<file path="config.mk">
export PLATFORM = sky130hd
export DESIGN_NAME = turbo_encoder_using_cia
export DESIGN_NICKNAME = d
export VERILOG_FILES = /design/src/rtl/turbo_encoder_using_cia.sv
export SDC_FILE = /design/constraint.sdc
export NUM_CORES = 2
export LEC_CHECK = 0
export ABC_AREA = 1
export BUFFER_PORTS_ARGS = -buffer_cell sky130_fd_sc_hd__buf_2
export CELL_PAD_IN_SITES_DETAIL_PLACEMENT = 1
export CELL_PAD_IN_SITES_GLOBAL_PLACEMENT = 2
export CORE_ASPECT_RATIO = 1.1
export CORE_UTILIZATION = 45
export DETAILED_ROUTE_END_ITERATION = 8
export PLACE_DENSITY_LB_ADDON = 0.05
export SLEW_MARGIN = 5
export SYNTH_ARGS = -nofsm -noshare
export SYNTH_HDL_FRONTEND = slang
export SYNTH_SLANG_ARGS = --single-unit
export TNS_END_PERCENT = 20
</file>
<file path="constraint.sdc">
create_clock -name clk -period 4.5 [get_ports clk]
set_clock_uncertainty 0.2 [all_clocks]
set_input_delay 0.225 -clock clk [delete_from_list [all_inputs] [get_ports clk]]
set_output_delay 0.225 -clock clk [all_outputs]
set_load 0.005 [all_outputs]
</file>
<file path="src/rtl/turbo_encoder_using_cia.sv">
// Rate-1/3 turbo encoder for one eCall frame: two 8-state RSCs, recursive QPP (CIA) interleaver.
// Define TE_VALID_OUT_EN to add the out_TE_valid output strobe.
module turbo_encoder_using_cia #(
  parameter int K  = 1148,
  parameter int F1 = 3,
  parameter int F2 = 574
) (
  input  logic clk,
  input  logic rst,
  input  logic ack,
  input  logic mode,
  input  logic in_MSD_CRC,
  output logic out_TE_data
`ifdef TE_VALID_OUT_EN
  ,
  output logic out_TE_valid
`endif
);

  localparam int AW = $clog2(K);
  localparam logic [AW-1:0] LAST_C   = AW'(K - 1);
  localparam logic [AW:0]   K_C      = (AW+1)'(K);
  localparam logic [AW-1:0] G0_C     = AW'((F1 + F2) % K);
  localparam logic [AW-1:0] G_STEP_C = AW'((2 * F2) % K);

  typedef enum logic [1:0] {S_IDLE, S_LOAD, S_ENC, S_TAIL} state_e;
  typedef enum logic [2:0] {OP_NONE, OP_X, OP_Z1, OP_Z2, OP_TX1, OP_TZ1, OP_TX2, OP_TZ2} op_e;

  state_e        state_q, state_d;
  logic          mode_q, mode_d;
  logic [AW-1:0] cnt_q, cnt_d;
  logic [AW-1:0] pi_q, pi_d;
  logic [AW-1:0] g_q, g_d;
  logic [AW-1:0] addr_q, addr_d;
  logic [1:0]    phase_q, phase_d;
  logic [3:0]    tail_q, tail_d;
  op_e           op_a_q, op_a_d;
  op_e           op_b_q, op_b_d;
  logic [2:0]    rsc1_q, rsc1_d;
  logic [2:0]    rsc2_q, rsc2_d;
  logic          out_q, out_d;
  logic          rd_q;

  logic [AW:0]   pi_sum, g_sum;
  logic [AW-1:0] pi_adv, g_adv;
  logic          wr_en;
  logic [AW-1:0] wr_addr;
  logic [3:0]    step1, step2;

  logic buf_mem [K];

  // State s = {s1,s2,s3}; returns {z, next state}. term forces u = feedback (trellis termination).
  function automatic logic [3:0] rsc_step(input logic [2:0] s, input logic u, input logic term);
    logic fb;
    logic a;
    fb = s[1] ^ s[0];
    a  = term ? 1'b0 : (u ^ fb);
    return {a ^ s[2] ^ s[0], a, s[2], s[1]};
  endfunction

  assign wr_en   = ack || (state_q == S_LOAD);
  assign wr_addr = ack ? '0 : cnt_q;

  always_ff @(posedge clk) begin
    if (wr_en) begin
      buf_mem[wr_addr] <= in_MSD_CRC;
    end
    rd_q <= buf_mem[addr_q];
  end

  // Each mod is a single compare-and-subtract since both operands are already < K.
  always_comb begin
    pi_sum = {1'b0, pi_q} + {1'b0, g_q};
    g_sum  = {1'b0, g_q} + {1'b0, G_STEP_C};
    pi_adv = (pi_sum >= K_C) ? AW'(pi_sum - K_C) : pi_sum[AW-1:0];
    g_adv  = (g_sum  >= K_C) ? AW'(g_sum  - K_C) : g_sum[AW-1:0];
  end

  always_comb begin
    state_d = state_q;
    mode_d  = mode_q;
    cnt_d   = cnt_q;
    pi_d    = pi_q;
    g_d     = g_q;
    phase_d = phase_q;
    tail_d  = tail_q;
    addr_d  = addr_q;
    op_a_d  = OP_NONE;
    case (state_q)
      S_LOAD: begin
        if (cnt_q == LAST_C) begin
          state_d = S_ENC;
          cnt_d   = '0;
          phase_d = 2'd0;
          pi_d    = '0;
          g_d     = G0_C;
        end else begin
          cnt_d = cnt_q + 1'b1;
        end
      end
      S_ENC: begin
        op_a_d = (phase_q == 2'd0) ? OP_X : ((phase_q == 2'd1) ? OP_Z1 : OP_Z2);
        addr_d = (phase_q == 2'd2) ? pi_q : cnt_q;
        if (phase_q == 2'd2) begin
          pi_d = pi_adv;
          g_d  = g_adv;
        end
        // Parallel: phase is inner (x,z,z' per k). Serial: k is inner, phase selects the pass.
        if (mode_q) begin
          if (phase_q == 2'd2) begin
            phase_d = 2'd0;
            if (cnt_q == LAST_C) begin
              state_d = S_TAIL;
              tail_d  = '0;
            end else begin
              cnt_d = cnt_q + 1'b1;
            end
          end else begin
            phase_d = phase_q + 2'd1;
          end
        end else begin
          if (cnt_q == LAST_C) begin
            cnt_d = '0;
            if (phase_q == 2'd2) begin
              state_d = S_TAIL;
              tail_d  = '0;
            end else begin
              phase_d = phase_q + 2'd1;
            end
          end else begin
            cnt_d = cnt_q + 1'b1;
          end
        end
      end
      S_TAIL: begin
        if (tail_q < 4'd6) begin
          op_a_d = tail_q[0] ? OP_TZ1 : OP_TX1;
        end else begin
          op_a_d = tail_q[0] ? OP_TZ2 : OP_TX2;
        end
        if (tail_q == 4'd11) begin
          state_d = S_IDLE;
        end else begin
          tail_d = tail_q + 4'd1;
        end
      end
      default: ;
    endcase
    if (ack) begin
      state_d = S_LOAD;
      mode_d  = mode;
      cnt_d   = {{(AW-1){1'b0}}, 1'b1};
      op_a_d  = OP_NONE;
    end
  end

  assign step1 = rsc_step(rsc1_q, rd_q, op_b_q == OP_TZ1);
  assign step2 = rsc_step(rsc2_q, rd_q, op_b_q == OP_TZ2);

  always_comb begin
    out_d  = 1'b0;
    rsc1_d = rsc1_q;
    rsc2_d = rsc2_q;
    op_b_d = op_a_q;
    case (op_b_q)
      OP_X:   out_d = rd_q;
      OP_Z1, OP_TZ1: begin
        out_d  = step1[3];
        rsc1_d = step1[2:0];
      end
      OP_Z2, OP_TZ2: begin
        out_d  = step2[3];
        rsc2_d = step2[2:0];
      end
      OP_TX1: out_d = rsc1_q[1] ^ rsc1_q[0];
      OP_TX2: out_d = rsc2_q[1] ^ rsc2_q[0];
      default: ;
    endcase
    // A new block flushes everything still in flight.
    if (ack) begin
      out_d  = 1'b0;
      rsc1_d = '0;
      rsc2_d = '0;
      op_b_d = OP_NONE;
    end
  end

  always_ff @(posedge clk or negedge rst) begin
    if (!rst) begin
      state_q <= S_IDLE;
      mode_q  <= 1'b0;
      cnt_q   <= '0;
      pi_q    <= '0;
      g_q     <= '0;
      addr_q  <= '0;
      phase_q <= 2'd0;
      tail_q  <= '0;
      op_a_q  <= OP_NONE;
      op_b_q  <= OP_NONE;
      rsc1_q  <= '0;
      rsc2_q  <= '0;
      out_q   <= 1'b0;
    end else begin
      state_q <= state_d;
      mode_q  <= mode_d;
      cnt_q   <= cnt_d;
      pi_q    <= pi_d;
      g_q     <= g_d;
      addr_q  <= addr_d;
      phase_q <= phase_d;
      tail_q  <= tail_d;
      op_a_q  <= op_a_d;
      op_b_q  <= op_b_d;
      rsc1_q  <= rsc1_d;
      rsc2_q  <= rsc2_d;
      out_q   <= out_d;
    end
  end

  assign out_TE_data = out_q;

`ifdef TE_VALID_OUT_EN
  logic valid_q;
  always_ff @(posedge clk or negedge rst) begin
    if (!rst) begin
      valid_q <= 1'b0;
    end else begin
      valid_q <= !ack && (op_b_q != OP_NONE);
    end
  end
  assign out_TE_valid = valid_q;
`endif

endmodule

</file>
==> reports/results.txt <==
Tightest Pin Transition: 1.19 ns
max-slew violation count: 0
number of buffers inserted during clock tree synthesis: 138
reg-to-reg critical path endpoint: rd_q$_DFF_P_
initial standard-cell utilization of the core: 45.6%
hpwl dp: 95900 um
number of placed instances, taps included: 7031
core occupancy in the finished layout: 50.6%
hold_buf cts: 9
ANT cells: 0
shortest period the worst path allows: 3.43 ns
final standard cell count with taps included and fillers excluded: 7290
register bit total from synthesis: 1214
clock buffer depth: 3
most prevalent standard cell on the critical path: sky130_fd_sc_hd__nand3_1
signed area change from the synthesized netlist to the final layout: 10.8%
Die Span Y: 371 um
synthesized area divided by synthesized cell count: 9.73 um^2
worst-case hold slack: 0.240 ns
via count of the first global-routing pass: 42890
CP startpoint: addr_q[2]$_DFFE_PN0P_
met1 Track Usage GR: 41.9%
Max-cap violations: 0
pwr dens: 531 nW/um^2
distinct cell type count after synthesis: 49
Worst path max stage delay: 0.69 ns
count of antenna-violating nets left after detailed routing: 0
static leakage power: 20.7 nW
detailed-router iteration count before antenna repair: 5
number of failing setup endpoints in the final timing report: 0
required time at the endpoint of the critical path: 5.01 ns
Overall Global Routing Usage: 30.8%
combined area of all synthesized cells: 55600 um^2
routability congestion estimate from global placement: 0.781
top_reg_cell synth: sky130_fd_sc_hd__edfxtp_1
register-to-register setup slack: 1.07 ns
Max FO, Critical Path: 43
Root Buffer: sky130_fd_sc_hd__clkbuf_16
number of warning messages in the yosys log: 0
portion of the clock cycle consumed by the worst path in the final layout: 76.2%
fraction of final layout cells sized beyond drive strength 1: 7.09%
sequential element share of the synthesized area: 64.9%
number of input and output port buffers inserted: 5
wire length of the first global-routing pass: 281000 um
proportion of synthesized flip-flops having asynchronous set or reset: 5.35%
clock tree from TritonCTS: built
FF-to-FF path depth: 14
detailed-route DRC error count: 0
clk_lat worst skew: 0.77 ns
Chip Width: 337 um
area inside the core boundary: 122000 um^2
IR Drop Worst-Case VDD: 0.363 mV
kind of start point of the critical path: flop
final count of hold timing violations: 0
total vias in the final route: 42606
cells after synthesis: 5716
post-CTS sizing: 0
met2 track demand over resource in global routing: 51.6%
Post-synth EDFFs: 1148
reg-to-reg startpoint: addr_q[2]$_DFFE_PN0P_
maximum clock rate: 292 MHz
number of levels the H-tree was split into: 4
Nets: 5572
initial antenna violation count: 1
Tightest Hold Check Type: input port to flop
leftover overflow at the end of global routing: 0
pin count of the biggest net entering global routing: 157
crit path max-delay cell type: sky130_fd_sc_hd__dfrtp_4
count of fill cells added during filler insertion: 13476
DRT Wirelength: 190000 um
critical path type: flop to flop
worst slew slack as a fraction of its limit: 20.5%
M3 GR Usage: 3.58%
Iteration-0 DRC Markers: 4025
Die ar.: 125000 um^2
register clock-pin slew on the reported worst setup and hold paths: 0.06 ns
number of top-level pins: 6
result of the run: finished clean
routed len/inst: 26.1 um
per-cell via count in the routed design: 5.84
Most Used Layer, Global Route: met2
Mapped Nets: 5740
nature of the critical path endpoint: flop
post-CTS repair timing setup buffer count: 0
row cnt: 134
number of clock sinks: 1214
unrepaired setup endpoints after global routing: no
worst endpoint data arrival time: 3.94 ns
aggregate negative setup slack: 0 ns
CP endpoint: rd_q$_DFF_P_
Critical Path, Cell by Cell: inv_6, buf_4, nand3_1, nand3_1, nand3_1, nand3_1, nand3_1, nand2_1, nand2_1, nand3_1, nand3_1, nand2_1, nand2_1, nand2_1
[cells in the final DEF, fill, tap and decap left out, types with 8 or more instances in the layout]
master,instances
sky130_fd_sc_hd__a21oi_1,40
sky130_fd_sc_hd__buf_12,36
sky130_fd_sc_hd__buf_4,111
sky130_fd_sc_hd__clkbuf_1,38
sky130_fd_sc_hd__clkbuf_16,147
sky130_fd_sc_hd__clkinv_1,28
sky130_fd_sc_hd__clkinv_2,20
sky130_fd_sc_hd__dfrtp_1,60
sky130_fd_sc_hd__dlygate4sd3_1,9
sky130_fd_sc_hd__edfxtp_1,1148
sky130_fd_sc_hd__ha_1,19
sky130_fd_sc_hd__inv_1,124
sky130_fd_sc_hd__nand2_1,1180
sky130_fd_sc_hd__nand2_2,25
sky130_fd_sc_hd__nand2_4,11
sky130_fd_sc_hd__nand3_1,1060
sky130_fd_sc_hd__nand4_1,11
sky130_fd_sc_hd__nor2_1,1306
sky130_fd_sc_hd__nor3_1,15
sky130_fd_sc_hd__o21ai_0,121
sky130_fd_sc_hd__o21ai_1,8
sky130_fd_sc_hd__o22ai_1,33
sky130_fd_sc_hd__xnor2_1,10
sky130_fd_sc_hd__xor2_1,11
[critical path, delay by kind of cell, from the launching register on]
| family | cells | cell delay [ns] |
|---|---|---|
| DFF | 1 | 0.69 |
| and+or+nand+nor | 12 | 1.33 |
| buffers and inverters | 2 | 1.09 |
[cells by family (layout without fill, tap and decap cells)]
kind of cell,count (synthesis),after routing,synth area share (%)
and+or+nand+nor,3618,3618,27.0
DFF,1214,1214,64.9
buffers and inverters,606,548,4.93
AOI/OAI and AO/OA,237,237,2.40
xor gates and xnor gates,22,22,0.360
adders and majority gates,19,19,0.427
[metrics by stage]
stage | setup slack, ns | power, mW | cell area [um^2]
after CTS | 1.10 | 32.9 | 61600
after global routing | 0.992 | 34.1 | 61600
final | 1.07 | 32.7 | 61600
after global placement | 1.11 | 21.8 | 57200
after floorplan | 2.09 | 18.8 | 55600
after detailed placement | 1.11 | 22.0 | 57200
[final cells by class]
type	instances	area, um^2	share of cell area (%)
multi-input combinational	3896	16900	27.4
sequential	1214	36100	58.6
clock inverter	61	450	0.731
clock buffer	189	3880	6.29
tap	1632	2040	3.31
inverter	137	551	0.893
timing repair buffer	161	1680	2.72
[worst min path at each step]
stage               start                      to  slack, ns  cells after the start
floorplan             rst   addr_q[0]$_DFFE_PN0P_      -0.27                      0
global placement      rst   rsc1_q[0]$_DFFE_PN0P_     -0.001                      1
detailed placement    rst   rsc1_q[0]$_DFFE_PN0P_     0.0004                      1
CTS                   ack  state_q[0]$_DFFE_PN0P_       0.19                      4
global route          ack  state_q[0]$_DFFE_PN0P_       0.27                      4
finish                ack  state_q[0]$_DFFE_PN0P_       0.24                      4
[flip-flops by register name, indices dropped and copies added (netlist names)]
name and flops:
op_b_q 3, mode_q 1, tail_q 4, pi_q 11
state_q 2, rsc1_q 3, out_TE_data 1, g_q 10
addr_q 11, rd_q 1, buf_mem 1148, op_a_q 3
rsc2_q 3, cnt_q 11, phase_q 2
[power breakdown]
part	switching, mW	internal (mW)	total, mW	leakage, nW
clock	4.63	6.31	10.9	2.11
combinational	6.64	2.47	9.10	7.41
sequential	0.195	12.5	12.7	11.2
[cells in the mapped netlist, types with 5 or more instances]
cell type | number | area [um^2]
sky130_fd_sc_hd__ha_1 | 19 | 238
sky130_fd_sc_hd__nand4_1 | 11 | 68.8
sky130_fd_sc_hd__a21oi_1 | 40 | 200
sky130_fd_sc_hd__nor3_1 | 15 | 75.1
sky130_fd_sc_hd__nand3_1 | 1060 | 5310
sky130_fd_sc_hd__o221ai_1 | 5 | 43.8
sky130_fd_sc_hd__xnor2_1 | 10 | 87.6
sky130_fd_sc_hd__xor2_1 | 11 | 96.3
sky130_fd_sc_hd__buf_1 | 49 | 184
sky130_fd_sc_hd__o21ai_0 | 121 | 606
sky130_fd_sc_hd__inv_1 | 126 | 473
sky130_fd_sc_hd__dfrtp_1 | 65 | 1630
sky130_fd_sc_hd__nor2_1 | 1307 | 4910
sky130_fd_sc_hd__nand2_1 | 1212 | 4550
sky130_fd_sc_hd__o31ai_1 | 5 | 37.5
sky130_fd_sc_hd__o211ai_1 | 6 | 45.0
sky130_fd_sc_hd__clkbuf_1 | 231 | 867
sky130_fd_sc_hd__edfxtp_1 | 1148 | 34500
sky130_fd_sc_hd__buf_4 | 25 | 188
sky130_fd_sc_hd__buf_6 | 26 | 293
sky130_fd_sc_hd__o21ai_1 | 8 | 40.0
sky130_fd_sc_hd__buf_2 | 138 | 691
sky130_fd_sc_hd__o22ai_1 | 33 | 206
sky130_fd_sc_hd__inv_2 | 6 | 22.5
[per-layer routing]
metal,vias up,share of wire (%)
met5,-,0
met4,0,2.8
met3,284,5.8
met2,1385,49
met1,21978,43
li1,18959,-
No activity file was read; power rests on OpenSTA's default activity.
